[config.mk]
export PLATFORM = sky130hd
export DESIGN_NAME = phase_interval_timer
export DESIGN_NICKNAME = d
export VERILOG_FILES = /design/src/rtl/phase_interval_timer.sv
export SDC_FILE = /design/constraint.sdc
export NUM_CORES = 1
export LEC_CHECK = 0
export BUFFER_PORTS_ARGS = -buffer_cell sky130_fd_sc_hd__buf_2
export CAP_MARGIN = 20
export CORE_MARGIN = 3
export CORE_UTILIZATION = 31
export CTS_CLUSTER_DIAMETER = 200
export CTS_CLUSTER_SIZE = 40
export DETAILED_ROUTE_END_ITERATION = 8
export GPL_ROUTABILITY_DRIVEN = 1
export PLACE_DENSITY = 0.54
export SLEW_MARGIN = 20
export SYNTH_ARGS = -nofsm -noshare
export SYNTH_HDL_FRONTEND = slang
export SYNTH_SLANG_ARGS = --single-unit
[constraint.sdc]
create_clock -name clk -period 3.9 [get_ports clk]
set_input_delay 0.39 -clock clk [delete_from_list [all_inputs] [get_ports clk]]
set_output_delay 0.39 -clock clk [all_outputs]
set_load 0.02 [all_outputs]
[src/rtl/phase_interval_timer.sv]
// Seconds timebase for the traffic light controller: prescaler, saturating seconds count, threshold flags.
// Optional runtime-programmable thresholds are enabled with `define PHASE_TIMER_PROG_EN.
module phase_interval_timer #(
    parameter int unsigned TICKS_PER_SEC = 1000,
    parameter int unsigned CNT_W         = 8,
    parameter int unsigned T_GREEN       = 30,
    parameter int unsigned T_YELLOW      = 90,
    parameter int unsigned T_RED_END     = 100
) (
    input  logic             clk,
    input  logic             reset,
    input  logic             enable,
    input  logic             hold,
    input  logic             clear,
`ifdef PHASE_TIMER_PROG_EN
    input  logic             cfg_we,
    input  logic [1:0]       cfg_sel,
    input  logic [CNT_W-1:0] cfg_data,
    output logic             cfg_err,
`endif
    output logic [CNT_W-1:0] count,
    output logic             tick_1s,
    output logic             count_eq30,
    output logic             count_eq90,
    output logic             count_eq100,
    output logic             count_g_100,
    output logic             running
);

    localparam int unsigned     PW         = (TICKS_PER_SEC > 1) ? $clog2(TICKS_PER_SEC) : 1;
    localparam logic [PW-1:0]   PRESC_LAST = PW'(TICKS_PER_SEC - 1);
    localparam logic [CNT_W-1:0] CNT_MAX   = {CNT_W{1'b1}};

    localparam logic [1:0] ST_STOP  = 2'd0;
    localparam logic [1:0] ST_RUN   = 2'd1;
    localparam logic [1:0] ST_PAUSE = 2'd2;

    logic [1:0]       state_q, state_d;
    logic [PW-1:0]    presc_q, presc_d;
    logic [CNT_W-1:0] count_q, count_d;
    logic             tick_q, tick_d;
    logic             running_q;

    logic [CNT_W-1:0] thr_green, thr_yellow, thr_red;

    always_comb begin
        state_d = state_q;
        presc_d = presc_q;
        count_d = count_q;
        tick_d  = 1'b0;
        if (!enable) begin
            state_d = ST_STOP;
            presc_d = '0;
            count_d = '0;
        end else if (state_q != ST_RUN && state_q != ST_PAUSE) begin
            // STOP (and any unreachable encoding) leaves via hold selection
            state_d = hold ? ST_PAUSE : ST_RUN;
        end else if (clear) begin
            presc_d = '0;
            count_d = '0;
        end else begin
            if (state_q == ST_RUN) begin
                if (presc_q == PRESC_LAST) begin
                    presc_d = '0;
                    tick_d  = 1'b1;
                    if (count_q != CNT_MAX) begin
                        count_d = count_q + 1'b1;
                    end
                end else begin
                    presc_d = presc_q + 1'b1;
                end
            end
            state_d = hold ? ST_PAUSE : ST_RUN;
        end
    end

    always_ff @(posedge clk or negedge reset) begin
        if (!reset) begin
            state_q   <= ST_STOP;
            presc_q   <= '0;
            count_q   <= '0;
            tick_q    <= 1'b0;
            running_q <= 1'b0;
        end else begin
            state_q   <= state_d;
            presc_q   <= presc_d;
            count_q   <= count_d;
            tick_q    <= tick_d;
            running_q <= (state_d == ST_RUN);
        end
    end

`ifdef PHASE_TIMER_PROG_EN
    logic [CNT_W-1:0] thr_green_q, thr_yellow_q, thr_red_q;
    logic             cfg_err_q;

    always_ff @(posedge clk or negedge reset) begin
        if (!reset) begin
            thr_green_q  <= CNT_W'(T_GREEN);
            thr_yellow_q <= CNT_W'(T_YELLOW);
            thr_red_q    <= CNT_W'(T_RED_END);
            cfg_err_q    <= 1'b0;
        end else begin
            cfg_err_q <= 1'b0;
            if (cfg_we) begin
                if (state_q != ST_STOP || cfg_sel == 2'd3) begin
                    cfg_err_q <= 1'b1;
                end else begin
                    case (cfg_sel)
                        2'd0:    thr_green_q  <= cfg_data;
                        2'd1:    thr_yellow_q <= cfg_data;
                        default: thr_red_q    <= cfg_data;
                    endcase
                end
            end
        end
    end

    assign thr_green  = thr_green_q;
    assign thr_yellow = thr_yellow_q;
    assign thr_red    = thr_red_q;
    assign cfg_err    = cfg_err_q;
`else
    assign thr_green  = CNT_W'(T_GREEN);
    assign thr_yellow = CNT_W'(T_YELLOW);
    assign thr_red    = CNT_W'(T_RED_END);
`endif

    // Flags decode only the count register so clear can be formed from them without a loop
    assign count       = count_q;
    assign tick_1s     = tick_q;
    assign running     = running_q;
    assign count_eq30  = (count_q == thr_green);
    assign count_eq90  = (count_q == thr_yellow);
    assign count_eq100 = (count_q == thr_red);
    assign count_g_100 = (count_q > thr_red);

endmodule

# After elaboration in Yosys (flattened, before gate mapping)
# Cells that the tools add are included.
# totals
wordCells	44
ff_bits	22
inputBits	5
# classes
n_reduce_logical	3
n_addsub	2
muxes	20
order_cmp	1
eq_ne	13
# ops
op	count
10-bit 2-to-1 mux	5
8-bit 2-to-1 mux	6
8-bit by 7-bit == test with 1-bit output, second input constant	2
10-bit by 1-bit adder with 10-bit output, second input constant	1
10-bit == test, second input constant	1
3-bit by 1-bit inequality test with 1-bit output, second input constant	3
8-bit by 1-bit adder with 8-bit output, second input constant	1
8-bit by 5-bit == test with 1-bit output, second input constant	1
8-bit by 7-bit greater-than comparator with 1-bit output, second input constant	1
2-bit 2-to-1 mux	4
8-bit inequality test, second input constant	1
1-bit 2-to-1 mux	5
2-bit by 1-bit == test with 1-bit output, second input constant	2
2-bit inequality test, second input constant	2
4-bit AND reduction	1
2-bit by 1-bit inequality test with 1-bit output, second input constant	1
2-bit AND reduction	1
1-bit logical AND	1

# Longest topological paths before layout
# depth
ltp_word	7
depth_mapped	6
mapped_depth_nobuf	6

# Worst setup path after synthesis
# Ideal clock, no wire load.
# synth_path
kind	reg-to-output
from	register count_q[0] (netlist: count[0])
to	output count_eq100
slack_ns	2.022
path_buffers	0
arrival_ns	1.488
stages_incl_launch_ff	5
t_required_ns	3.510
cell_sequence	dfrtp_1 > inv_1 > ha_1 > nand4_1 > nor4_1
# synth_between
elab_chain_len	1
# synth_rtl
element	line_no	text
start, declared	40	logic [CNT_W-1:0] count_q, count_d;
start signal, assigned	87	count_q <= count_d;
8-bit by 7-bit == test with 1-bit output	135	assign count_eq100 = (count_q == thr_red);
end, declared	25	output logic count_eq100,
# No other way between the ends.

# Worst setup path after layout
# layout_path
from	register state_q[0]
to	register presc_q[7]
# layout_between
elab_chain_len	4
word_cells_on_any_way	7
cone_classes	5 x eq/ne; 2 x reduce/logical
# layout_rtl
element	line_no	text
start, declared	38	logic [1:0] state_q, state_d;
start signal, assigned	85	state_q <= state_d;
2-bit by 1-bit inequality test with 1-bit output or 2-bit inequality test (tied branches)	55	end else if (state_q != ST_RUN && state_q != ST_PAUSE) begin
1-bit logical AND	55	
2-bit inequality test (no source line)	--	
2-bit AND reduction (no source line) (*)	--	
end signal, assigned	86	presc_q <= presc_d;
end, declared	39	logic [PW-1:0] presc_q, presc_d;
# Every way passes the cells marked *; elsewhere a longest branch is shown, timed or not.
# A chain may end at the register's enable or synchronous reset.

==> flow_summary.yaml <==
yosys:
  postSynthAreaPerCell_um2: 9.14
  synth_area_leaders: "dfrtp_1 40%, ha_1 4.6%, nand2_1 4.1%"
  ys_ff_latch: 22
  ys.flop_type: "dfrtp_1"
  netlist.area_leader.share: 0.401
  ys_warn_count: 0
  syn-cell-area_um2: 1370
  syn_inst: 150
  syn_nets: 160
  seq_area_frac_synth: 0.401
  async_reset_ff_frac: 1.00
  synth-edff-count: 0
  synth_cell_type_count: 43
  synth_area_leader_cell: "dfrtp_1"
power_and_ir_drop:
  leakagePower_nw: 0.683
  pwr_density_cell_nw_per_um2: 315
  ir_worst_vdd_mv: 0.112
clock_network:
  cts_tree: "done"
  postCtsSetupBuffers: 0
  cts_hold_buf: 0
  path_clk_slew_ps: 80
  cts_sinks: 22
  max-clock-path-buffers: 2
  ctsHtreeMaxLevel: 1
  cts_root_buf: "clkbuf_8"
  ctsResizeCount: 0
  numCtsBuffers: 3
  clock_latency_ps: 260
worst_hold_path:
  min_path_type: "input pin to asynchronous set/reset pin"
die:
  rows: 23
  die_w_um: 72.5
  start_util: 0.331
  die_area_um2: 5260
  ioPinCount: 19
  coreArea_um2: 4140
  die_y_um: 72.5
layout:
  layout_common_cells: "22 x dfrtp_1, 18 x buf_2, 15 x nand2_1"
  antenna-diode-count: 0
  drive_above_1_share: 0.181
  syn2layout_area_growth_pct: 14.2
  fin_util: 0.378
  layout.cells.non_filler: 216
  final_common_cell: "dfrtp_1"
  fin_nets: 177
timing:
  setup_viol: 0
  fin_crit_sh: 0.498
  holdWs_ps: 89.8
  rsz0062_at_grt: "false"
  setup_ws_ps: 1960
  final-max-slew-violation-count: 0
  maxSlewHeadroom: 0.590
  setup-tns-final_ps: 0
  worstMarginPinSlew_ps: 613
  worst_clock_skew_ps: 2.10
  achievable-frequency_mhz: 515
  fin_crit_ps: 1940
  hold_violations: 0
global_routing:
  gr-total-overflow: 0
  grt_pass1_wl_mm: 5.51
  grt_use_total: 0.132
  grt_pass1_vias: 1175
  grt_max_degree: 23
  antenna_found_initial: 0
worst_setup_path:
  crit_path_start_kind: "flop"
  crit_path_end_kind: "flop"
  crit_fanout: 10
  crit_type: "flop to flop"
  worstPathArrival_ps: 2080
  timing.rr.start: "state_q[0]$_DFF_PN0_"
  required_ps: 4040
  crit_start: "state_q[0]$_DFF_PN0_"
drt:
  drc: 0
  drtAntennaViolNets: 0
  vias_per_cell: 5.61
  drt_pass1_iterations: 4
  post_drt_wl_per_cell_um: 14.8
  routed-via-count: 1211
  drtIter0Drc: 45
  wirelength_mm: 3.20
placed_design:
  place_inst: 212
  portBuffers: 18
  gp_congestion: 0.784
  pre_cts_ws_ps: 1960
  dp_hpwl_mm: 2.38
flow_run:
  cap_violations: 0
outcome:
  status: "completed"
cell type report:
| cell class | count | area [µm²] |
|---|---|---|
| timing repair buffer | 18 | 90.1 |
| clock inverter | 1 | 30.0 |
| sequential | 22 | 551 |
| tap | 50 | 62.6 |
| fill | 441 | 2580 |
| clock buffer | 3 | 41.3 |
| inverter | 8 | 30.0 |
| multi-input combinational | 114 | 762 |
cell usage after synthesis, types with 2 or more instances:
library cell / count
dfrtp_1: 22
nand2_1: 15
nor2_1: 14
nor3_1: 10
inv_1: 8
o21ai_0: 6
xnor2_1: 6
a211oi_1: 5
ha_1: 5
a31oi_1: 4
buf_2: 4
nand3_1: 4
a32oi_1: 3
nand4_1: 3
nor4_1: 3
or2_2: 3
a21oi_1: 2
a32o_1: 2
mux2i_1: 2
nand2b_1: 2
o211a_1: 2
o211ai_1: 2
o21a_1: 2
o21bai_1: 2
through the flow:
step / cell area, µm² / power (mW)
floorplan: 1370 / 0.268
global placement: 1500 / 0.282
detailed placement: 1500 / 0.284
CTS: 1570 / 0.501
global route: 1570 / 0.516
finish: 1570 / 0.494
cells by family (layout without fill, tap and decap cells):
family	after synthesis	after routing	share of synthesized area
compound gates	38	38	0.209
xor+xnor	6	6	0.0383
fa+ha+maj	5	5	0.0456
buf+inv	14	30	0.0429
flops	22	22	0.401
mux	2	2	0.0146
simple gates	63	63	0.248
state kept, by name, summed over array words and instances (netlist names):
name,count
presc_q,10
state_q,2
tick_1s,1
count,8
running,1
path summary, 6_finish.rpt:
kind | endpoint | slack [ps] | depth (start not counted)
max | presc_q[7]$_DFFE_PN0P_ | 1960 | 5
min | count[4]$_DFFE_PN0P_ | 90 | 1
max reg2reg | presc_q[7]$_DFFE_PN0P_ | 1960 | 5
min reg2reg | presc_q[0]$_DFFE_PN0P_ | 530 | 1
max in group asynchronous | presc_q[1]$_DFFE_PN0P_ | 3460 | 1
min in group clk | state_q[0]$_DFF_PN0_ | 460 | 3
critical path, stage by stage (launching register included):
cell and delay [ps]:
dfrtp_1 400, ha_1 320, o21bai_1 300, a2111oi_0 570, xnor2_1 180, nor2_1 50
per-layer routing:
layer	wire length, µm	up-vias	GRT usage
li1	-	592	-
met1	1430	593	0.165
met2	1620	22	0.232
met3	123	4	0.0249
met4	25	0	0.0369
met5	0	-	0
power breakdown:
part	switching, mW	internal (mW)	total, mW	leakage [nW]
Sequential	0.00224	0.232	0.234	0.305
Clock	0.0774	0.137	0.214	0.0357
Combinational	0.0319	0.0134	0.0453	0.343
Total	0.112	0.382	0.494	0.683
No activity file was read; power rests on OpenSTA's default activity.
